[config.mk]
export PLATFORM = sky130hd
export DESIGN_NAME = clock_div_prog_flat
export DESIGN_NICKNAME = d
export VERILOG_FILES = /design/src/rtl/clock_div_prog_if.sv /design/src/rtl/clock_div_prog.sv /design/src/flat_wrapper.sv
export SDC_FILE = /design/constraint.sdc
export NUM_CORES = 1
export LEC_CHECK = 0
export CORE_UTILIZATION = 30
export CTS_BUF_LIST = sky130_fd_sc_hd__clkbuf_2 sky130_fd_sc_hd__clkbuf_4 sky130_fd_sc_hd__clkbuf_8
export DETAILED_ROUTE_END_ITERATION = 10
export PLACE_DENSITY_LB_ADDON = 0.2
export SYNTH_ARGS = -nofsm -noshare
export SYNTH_HDL_FRONTEND = slang
export SYNTH_SLANG_ARGS = --single-unit
[constraint.sdc]
create_clock -name clk_sys_i -period 11.9 [get_ports clk_sys_i]
set_input_delay 1.19 -clock clk_sys_i [delete_from_list [all_inputs] [get_ports clk_sys_i]]
set_output_delay 1.19 -clock clk_sys_i [all_outputs]
set_load 0.01 [all_outputs]
[src/rtl/clock_div_prog_if.sv]
// rtl/clock_div_prog_if.sv - configuration, run-control and output bundle of the programmable tick generator
interface clock_div_prog_if #(
  parameter int NUM_CH = 4,
  parameter int DIV_W  = 24,
  parameter int CH_W   = 2
);
  logic              cfg_we_i;
  logic [CH_W-1:0]   cfg_ch_i;
  logic [DIV_W-1:0]  cfg_half_i;
  logic [NUM_CH-1:0] en_i;
  logic              sync_i;
  logic [NUM_CH-1:0] clk_o;
  logic [NUM_CH-1:0] tick_o;
  logic              cfg_err_o;

  modport master (
    output cfg_we_i, cfg_ch_i, cfg_half_i, en_i, sync_i,
    input  clk_o, tick_o, cfg_err_o
  );

  modport slave (
    input  cfg_we_i, cfg_ch_i, cfg_half_i, en_i, sync_i,
    output clk_o, tick_o, cfg_err_o
  );
endinterface

[src/rtl/clock_div_prog.sv]
// rtl/clock_div_prog.sv - multi-channel 50%-duty clock/tick generator with glitch-free runtime half-period reload
module clock_div_prog #(
  parameter int FREQ_SYSCLK = 12_000_000,
  parameter int NUM_CH      = 4,
  parameter int DIV_W       = 24,
  parameter int DEF_HALF    = FREQ_SYSCLK / 16,
  parameter int CH_W        = (NUM_CH > 1) ? $clog2(NUM_CH) : 1
) (
  input  logic            clk_sys_i,
  input  logic            rst_n_i,
  clock_div_prog_if.slave bus
);
  localparam logic [CH_W:0]    NUM_CH_W  = (CH_W + 1)'(NUM_CH);
  localparam logic [DIV_W-1:0] DEF_HALF_W = DIV_W'(DEF_HALF);

  logic [DIV_W-1:0]  cnt_q  [NUM_CH];
  logic [DIV_W-1:0]  cnt_d  [NUM_CH];
  logic [DIV_W-1:0]  half_q [NUM_CH];
  logic [DIV_W-1:0]  half_d [NUM_CH];
  logic [DIV_W-1:0]  pend_q [NUM_CH];
  logic [DIV_W-1:0]  pend_d [NUM_CH];
  logic [NUM_CH-1:0] pend_v_q, pend_v_d;
  logic [NUM_CH-1:0] clk_q, clk_d;
  logic [NUM_CH-1:0] tick_q, tick_d;
  logic              cfg_err_q, cfg_err_d;

  logic              ch_ok;
  logic [NUM_CH-1:0] wr_hit;
  logic [NUM_CH-1:0] run;
  logic [NUM_CH-1:0] term;

  assign ch_ok     = ({1'b0, bus.cfg_ch_i} < NUM_CH_W);
  assign cfg_err_d = bus.cfg_we_i && !ch_ok;

  always_comb begin
    wr_hit = '0;
    run    = '0;
    term   = '0;
    for (int n = 0; n < NUM_CH; n++) begin
      wr_hit[n] = bus.cfg_we_i && ch_ok && (bus.cfg_ch_i == CH_W'(n));
      run[n]    = bus.en_i[n] && (half_q[n] != '0);
      // >= rather than == so a counter left beyond a shrunken half still wraps
      term[n]   = run[n] && (cnt_q[n] >= (half_q[n] - DIV_W'(1)));
    end
  end

  always_comb begin
    for (int n = 0; n < NUM_CH; n++) begin
      cnt_d[n]    = cnt_q[n];
      half_d[n]   = half_q[n];
      pend_d[n]   = pend_q[n];
      pend_v_d[n] = pend_v_q[n];
      clk_d[n]    = clk_q[n];
      tick_d[n]   = 1'b0;
      if (bus.sync_i) begin
        cnt_d[n]    = '0;
        clk_d[n]    = 1'b0;
        pend_v_d[n] = 1'b0;
        if (wr_hit[n]) begin
          half_d[n] = bus.cfg_half_i;
        end else if (pend_v_q[n]) begin
          half_d[n] = pend_q[n];
        end
      end else if (run[n]) begin
        if (term[n]) begin
          cnt_d[n]  = '0;
          clk_d[n]  = ~clk_q[n];
          tick_d[n] = ~clk_q[n];
          if (pend_v_q[n]) begin
            half_d[n]   = pend_q[n];
            pend_v_d[n] = 1'b0;
          end
        end else begin
          cnt_d[n] = cnt_q[n] + DIV_W'(1);
        end
        // a write landing on the boundary is queued for the next one
        if (wr_hit[n]) begin
          pend_d[n]   = bus.cfg_half_i;
          pend_v_d[n] = 1'b1;
        end
      end else begin
        if (half_q[n] == '0) begin
          cnt_d[n] = '0;
          clk_d[n] = 1'b0;
        end
        if (wr_hit[n]) begin
          half_d[n]   = bus.cfg_half_i;
          cnt_d[n]    = '0;
          pend_v_d[n] = 1'b0;
        end
      end
    end
  end

  always_ff @(posedge clk_sys_i or negedge rst_n_i) begin
    if (!rst_n_i) begin
      for (int n = 0; n < NUM_CH; n++) begin
        cnt_q[n]  <= '0;
        half_q[n] <= DEF_HALF_W;
        pend_q[n] <= '0;
      end
      pend_v_q  <= '0;
      clk_q     <= '0;
      tick_q    <= '0;
      cfg_err_q <= 1'b0;
    end else begin
      for (int n = 0; n < NUM_CH; n++) begin
        cnt_q[n]  <= cnt_d[n];
        half_q[n] <= half_d[n];
        pend_q[n] <= pend_d[n];
      end
      pend_v_q  <= pend_v_d;
      clk_q     <= clk_d;
      tick_q    <= tick_d;
      cfg_err_q <= cfg_err_d;
    end
  end

  assign bus.clk_o     = clk_q;
  assign bus.tick_o    = tick_q;
  assign bus.cfg_err_o = cfg_err_q;
endmodule
[src/flat_wrapper.sv]
// flat-port wrapper written by rule: the top's interface ports become plain ports
module clock_div_prog_flat 
#(
  parameter int FREQ_SYSCLK = 12_000_000,
  parameter int NUM_CH      = 4,
  parameter int DIV_W       = 24,
  parameter int DEF_HALF    = FREQ_SYSCLK / 16,
  parameter int CH_W        = (NUM_CH > 1) ? $clog2(NUM_CH) : 1
)
  (clk_sys_i, rst_n_i, bus_cfg_we_i, bus_cfg_ch_i, bus_cfg_half_i, bus_en_i, bus_sync_i, bus_clk_o, bus_tick_o, bus_cfg_err_o);
  clock_div_prog_if #(.NUM_CH(NUM_CH), .DIV_W(DIV_W), .CH_W(CH_W)) bus_i ();
  input  logic clk_sys_i;
  input  logic rst_n_i;
  input wire logic [$bits(bus_i.cfg_we_i)-1:0] bus_cfg_we_i;
  input wire logic [$bits(bus_i.cfg_ch_i)-1:0] bus_cfg_ch_i;
  input wire logic [$bits(bus_i.cfg_half_i)-1:0] bus_cfg_half_i;
  input wire logic [$bits(bus_i.en_i)-1:0] bus_en_i;
  input wire logic [$bits(bus_i.sync_i)-1:0] bus_sync_i;
  output wire logic [$bits(bus_i.clk_o)-1:0] bus_clk_o;
  output wire logic [$bits(bus_i.tick_o)-1:0] bus_tick_o;
  output wire logic [$bits(bus_i.cfg_err_o)-1:0] bus_cfg_err_o;
  assign bus_i.cfg_we_i = bus_cfg_we_i;
  assign bus_i.cfg_ch_i = bus_cfg_ch_i;
  assign bus_i.cfg_half_i = bus_cfg_half_i;
  assign bus_i.en_i = bus_en_i;
  assign bus_i.sync_i = bus_sync_i;
  assign bus_clk_o = bus_i.clk_o;
  assign bus_tick_o = bus_i.tick_o;
  assign bus_cfg_err_o = bus_i.cfg_err_o;
  clock_div_prog #(.FREQ_SYSCLK(FREQ_SYSCLK), .NUM_CH(NUM_CH), .DIV_W(DIV_W), .DEF_HALF(DEF_HALF), .CH_W(CH_W)) u_core (.clk_sys_i(clk_sys_i), .rst_n_i(rst_n_i), .bus(bus_i));
endmodule
Word level (Yosys, flattened, before mapping):

Index checks and enable logic that the tools add are counted.

* add/subtract/negate cells: 8
* $lt $le $gt $ge: 4
* equality and inequality tests: 7
* muxes and demuxes: 92
* bitwise logic cells: 5
* reduce and logical (&&, ||, !) cells: 53

Operators with widths (number)
* 24-bit two-way mux: 44
* 24-bit by 1-bit adder with 24-bit output (second input constant): 4
* 24-bit greater-or-equal comparator: 4
* 24-bit logical NOT: 4
* 24-bit nonzero test: 4
* 24-bit by 1-bit subtractor with 24-bit output (second input constant): 4
* 1-bit two-way mux: 48
* 3-bit nonzero test: 12
* 2-bit AND reduction: 12
* 4-bit nonzero test: 4
* 1-bit logical AND: 12
* 3-bit inequality test (second input constant): 4
* 3-bit AND reduction: 4
* 1-bit NOT: 5
* 2-bit == test (second input constant): 2
* 2-bit by 1-bit == test with 1-bit output (second input constant): 1
* 2-bit logical NOT: 1

* bits in registers: 300
* input port bits: 34
* output and inout bits: 9
* logic and storage cells: 190

Depth between registers and ports, before layout:

* depth after elaboration: 7
* gate-level depth with buffers: 17
* depth with buffers taken out: 15

Worst setup path after synthesis:

OpenSTA, ideal clock, no wires.

* path kind: reg-to-reg
* from: reg u_core.half_q[55] (netlist name)
* to: reg u_core.cnt_q[56] (netlist name)
* library setup time: 79 ps
* data arrival time: 4396 ps
* data required time: 11821 ps
* path slack: 7424 ps
* stages on the path, launching flop included: 15
* path buffers: 1
* clock period less this slack: 4476 ps
* cells stage by stage: dfstp_2 -> or4_1 -> or4_1 -> nor4_1 -> nand3_1 -> xor2_1 -> ha_1 -> and4_1 -> and3_1 -> a221oi_1 -> o211ai_1 -> nor3_1 -> buf_2 -> nand4_1 -> mux2i_1

* longest elaborated chain between the ends: 6
* elaborated cells between the ends (all ways): 10
* classes of those cells: 1 x add/sub; 1 x order compare; 3 x mux; 5 x reduce/logical

RTL lines
* start, declared: line clock_div_prog.sv:18 `logic [DIV_W-1:0] half_q [NUM_CH];`
* start signal, assigned by index: line clock_div_prog.sv:109 `half_q[n] <= half_d[n];`
* 24-bit by 1-bit subtractor with 24-bit output / 24-bit nonzero test (equally long branches): line clock_div_prog.sv:43, clock_div_prog.sv:41
* 24-bit greater-or-equal comparator / 1-bit logical AND (equally long branches): line clock_div_prog.sv:43, clock_div_prog.sv:41
* 1-bit logical AND: line clock_div_prog.sv:43 `term[n] = run[n] && (cnt_q[n] >= (half_q[n] - DIV_W'(1)));`
* 24-bit two-way mux: line clock_div_prog.sv:65 `if (term[n]) begin`
* 24-bit two-way mux: line clock_div_prog.sv:64 `end else if (run[n]) begin`
* 24-bit two-way mux: line clock_div_prog.sv:55 `if (bus.sync_i) begin`
* end signal, assigned by index: line clock_div_prog.sv:108 `cnt_q[n] <= cnt_d[n];`
* end, declared: line clock_div_prog.sv:16 `logic [DIV_W-1:0] cnt_q [NUM_CH];`

Several ways; a longest one is shown, not always the timed one.
A chain may end at the register's enable or synchronous reset.

Worst setup path in the final report:

* from: reg u_core.half_q[2] (netlist name)
* to: reg u_core.half_q[2] (netlist name)

* longest elaborated chain between the ends: 5
* elaborated cells between the ends (all ways): 13
* classes of those cells: 1 x add/sub; 1 x order compare; 1 x eq/ne; 5 x mux; 5 x reduce/logical

RTL lines (line)
* 24-bit by 1-bit subtractor with 24-bit output / 24-bit nonzero test (equally long branches): clock_div_prog.sv:43, clock_div_prog.sv:41
* 24-bit greater-or-equal comparator / 1-bit logical AND (equally long branches): clock_div_prog.sv:43, clock_div_prog.sv:41
* 1-bit logical AND: clock_div_prog.sv:43
* 3-bit inequality test (no line)
* 2-bit AND reduction (no line)

Several ways; a longest one is shown, not always the timed one. The select of a mux whose other input is x is not followed.

==> flow_summary_export.csv <==
group,metric,value,unit
clock_tree,cts_tree,"yes",
synth,synth.ff_latch_count,300,
clock_tree,clk_latency,0.66,ns
detailed_routing,vias,13280,
synth,async_flop_share,100.0,%
die,die_area,58530,um2
setup_path,start_kind,"flip-flop",
setup_path,reg2reg_depth,16,
flow_run,cap_violations,0,
setup_path,worstReg2RegEnd,"u_core.half_q[2]$_DFFE_PN0P_",
timing,min_period,5.437,ns
synth,syn_nets,1810,
synth,synth-edff-count,0,
synth,synth.top_cells.by_area,"dfrtp_1 (38%), ha_1 (7.5%), mux2_2 (6.3%), dfstp_2 (6.1%), o2bb2ai_1 (3.7%)",
clock_tree,clk_pin_slew_worst_paths,0.06,ns
detailed_routing,drt_iter0_drc,749,
synth,syn_area,17270,um2
final_layout,fin_nets,1854,
synth,ys_warn_count,0,
grt,grtUsageTotal,15.55,%
setup_path,crit_type,"reg -> reg",
grt,grt_overflow,0,
detailed_routing,drt-vias-per-instance,5.267,
final_layout,layout-drive-gt1-share,16.51,%
synth,synth_top_cell_by_area,"dfrtp_1",
die,ioPinCount,43,
worst_hold_path,hold_path_depth,1,
power,powerDensity,148.4,nW/um2
synth,yosysUniqueCellTypes,76,
place,gp_congestion,0.7600,
grt,grt_pass1_vias,13450,
die,fp.dieW,241.9,um
die,rows,87,
synth,syn-instance-count,1672,
setup_path,required,12.46,ns
synth,synth_flop_cell,"dfrtp_1",
setup_path,worstPathMaxFanout,25,
setup_path,r2r_slack,6.46,ns
timing,finalHoldViolations,0,
timing,finalSetupTns,0,ns
die,core,56600,um2
die,start_util,30.51,%
final_layout,areaGrowthSynthToFinish,13.77,%
detailed_routing,drt_wl_total,45.08,mm
power,ir_drop,0.00006909,V
clock_tree,cts_resized,0,
power,p_leak,8.084,nW
synth,synth.yosys.seq_area_share,43.76,%
timing,rsz0062_at_grt,"false",
detailed_routing,drc_errors,0,
synth,yosysTopAreaCellShare,37.68,%
timing,worstMarginPinSlew,1.274,ns
clock_tree,cts_max_path_buffers,3,
final_layout,postLayoutCoreUtil,34.71,%
grt,grt_first_pass_wirelength,73.62,mm
timing,finalMaxSlewViolations,0,
timing,timing.final.crit_share,45.69,%
clock_tree,numCtsBuffers,56,
final_layout,regArea,7557,um2
setup_path,cp.arrival,6.00,ns
place,port_buffers,41,
setup_path,end_kind,"flip-flop",
detailed_routing,drt-pass1-iter-count,5,
place,dp_hpwl,30.54,mm
timing,holdWs,0.4845,ns
detailed_routing,wl_per_cell,17.88,um
grt,grt_max_degree,115,
detailed_routing,ant_nets,0,
timing,setup_viol,0,
die,die_y,241.9,um
final_layout,multiInputGateArea,9236,um2
worst_hold_path,hp-class,"reg -> reg",
clock_tree,cts_hold_buf,0,
clock_tree,cts_setup_buffers,0,
grt,antenna_found_initial,0,
synth,postSynthAreaPerCell,10.33,um2
setup_path,cp-startpoint,"u_core.half_q[2]$_DFFE_PN0P_",
clock_tree,clock_sinks,300,
timing,worst_clock_skew,0.02438,ns
clock_tree,h-tree-depth,2,
clock_tree,cts-root-buf,"clkbuf_8",
timing,max_clock_freq,183.9,MHz
setup_path,endpoint,"u_core.half_q[2]$_DFFE_PN0P_",
setup_path,r2r_start,"u_core.half_q[2]$_DFFE_PN0P_",
timing,relSlewSlack,14.98,%
status,run_status,"finished, final reports clean",
final_layout,fillers,5767,
-- critical path, stage by stage (launching register included) --
cell and delay [ns]:
dfrtp_1 0.44, or4_1 0.58, nor3_1 0.20, nor4b_1 0.58, nand4b_1 0.30, nor2_1 0.25, nand2_1 0.09, xor2_1 0.15
ha_1 0.30, a21o_1 0.18, a21o_1 0.17, a221oi_1 0.34, nand3b_1 0.23, o21ai_2 0.86, o21bai_1 0.22, buf_4 0.29
o2bb2ai_1 0.16
-- synthesized netlist by cell type (50+ instances only) --
cell type / number
dfrtp_1: 260
nand2_1: 118
nor2_1: 118
ha_1: 104
mux2_2: 97
o2bb2ai_1: 73
a22oi_1: 72
a21oi_1: 57
xnor2_1: 56
xor2_1: 56
o21ai_0: 54
nand3_1: 53
nor3_1: 50
-- through the flow --
stage               setup slack, ns  std cells  power (mW)  area [um2]
floorplan                     7.424       1672       1.683       17270
global route                  5.947       2519       3.094       19640
detailed placement            6.466       2414       1.852       18430
finish                        6.463       2521       2.916       19650
global placement              6.602       2414       1.831       18430
CTS                           6.460       2519       2.968       19640
-- final cells by class --
type                    instances  area share, %
inverters                      36         0.6878
diodes                          2        0.02547
clock buffers                 100          6.050
clock inverters                 5         0.1465
well taps                     756          4.814
multi-input cells            1263          47.01
flip-flops and latches        300          38.46
repair buffers                 59          2.802
-- sequential cells by signal, indices dropped and copies added, names as in the netlist --
| signal | flops |
|---|---|
| u_core.bus.clk_o | 4 |
| u_core.bus.tick_o | 4 |
| u_core.cnt_q | 96 |
| u_core.half_q | 96 |
| u_core.pend_q | 96 |
| u_core.pend_v_q | 4 |
-- power by group --
group | leakage, nW | switching, mW | internal, mW | total, mW
combinational | 3.65 | 0.258 | 0.250 | 0.508
clock | 0.661 | 0.464 | 0.620 | 1.08
sequential | 3.78 | 0.138 | 1.19 | 1.32
total | 8.08 | 0.859 | 2.06 | 2.92
-- cells in the final DEF, fill, tap and decap left out, types with 15 or more instances in the layout --
master,netlist,layout
and3_1,34,34
a2bb2oi_1,20,20
dfstp_2,40,40
nor2_1,118,113
a21o_1,21,21
o21ai_0,54,54
buf_4,2,18
nor4_1,27,27
clkdlybuf4s50_1,0,40
inv_1,35,35
a22oi_1,72,72
nand3_1,53,53
clkbuf_8,0,70
nor3_1,50,50
or4_1,15,15
clkbuf_4,0,30
nand4_1,37,37
nand2_1,118,118
xnor2_1,56,56
dfrtp_1,260,260
o22ai_1,25,25
o2bb2ai_1,73,73
a21oi_1,57,57
mux2_2,97,97
xor2_1,56,56
ha_1,104,104
-- worst min path at each step --
| stage | end | slack, ns | start |
|---|---|---|---|
| after global routing | u_core.pend_q[61]$_DFFE_PN0P_ | 0.51 | u_core.pend_q[61]$_DFFE_PN0P_ |
| after floorplan | u_core.pend_q[95]$_DFFE_PN0P_ | 0.45 | u_core.pend_q[95]$_DFFE_PN0P_ |
| final | u_core.bus.tick_o[2]$_DFF_PN0_ | 0.48 | u_core.bus.clk_o[2]$_DFFE_PN0P_ |
| after CTS | u_core.bus.tick_o[2]$_DFF_PN0_ | 0.50 | u_core.bus.clk_o[2]$_DFFE_PN0P_ |
| after global placement | u_core.pend_q[95]$_DFFE_PN0P_ | 0.48 | u_core.pend_q[95]$_DFFE_PN0P_ |
| after detailed placement | u_core.bus.tick_o[2]$_DFF_PN0_ | 0.49 | u_core.bus.clk_o[2]$_DFFE_PN0P_ |
-- routing by layer --
layer / global-route usage (%) / wire, um
met5: 0 / 0
met4: 5.045 / 974
met3: 3.024 / 2119
met2: 25.14 / 20930
met1: 20.79 / 21060
-- logic make-up (layout without fill, tap and decap cells) --
group / Yosys count / in the layout / share of synthesized area, %
and+or+nand+nor: 526 / 526 / 15.48
other: 1 / 3 / 0.02172
adders and majority gates: 104 / 104 / 7.535
DFF: 300 / 300 / 43.76
muxes: 108 / 108 / 6.963
AOI/OAI and AO/OA: 412 / 412 / 17.74
xor gates and xnor gates: 112 / 112 / 5.680
buffers and inverters: 109 / 200 / 2.826
Power figures use the tool's default switching activity.
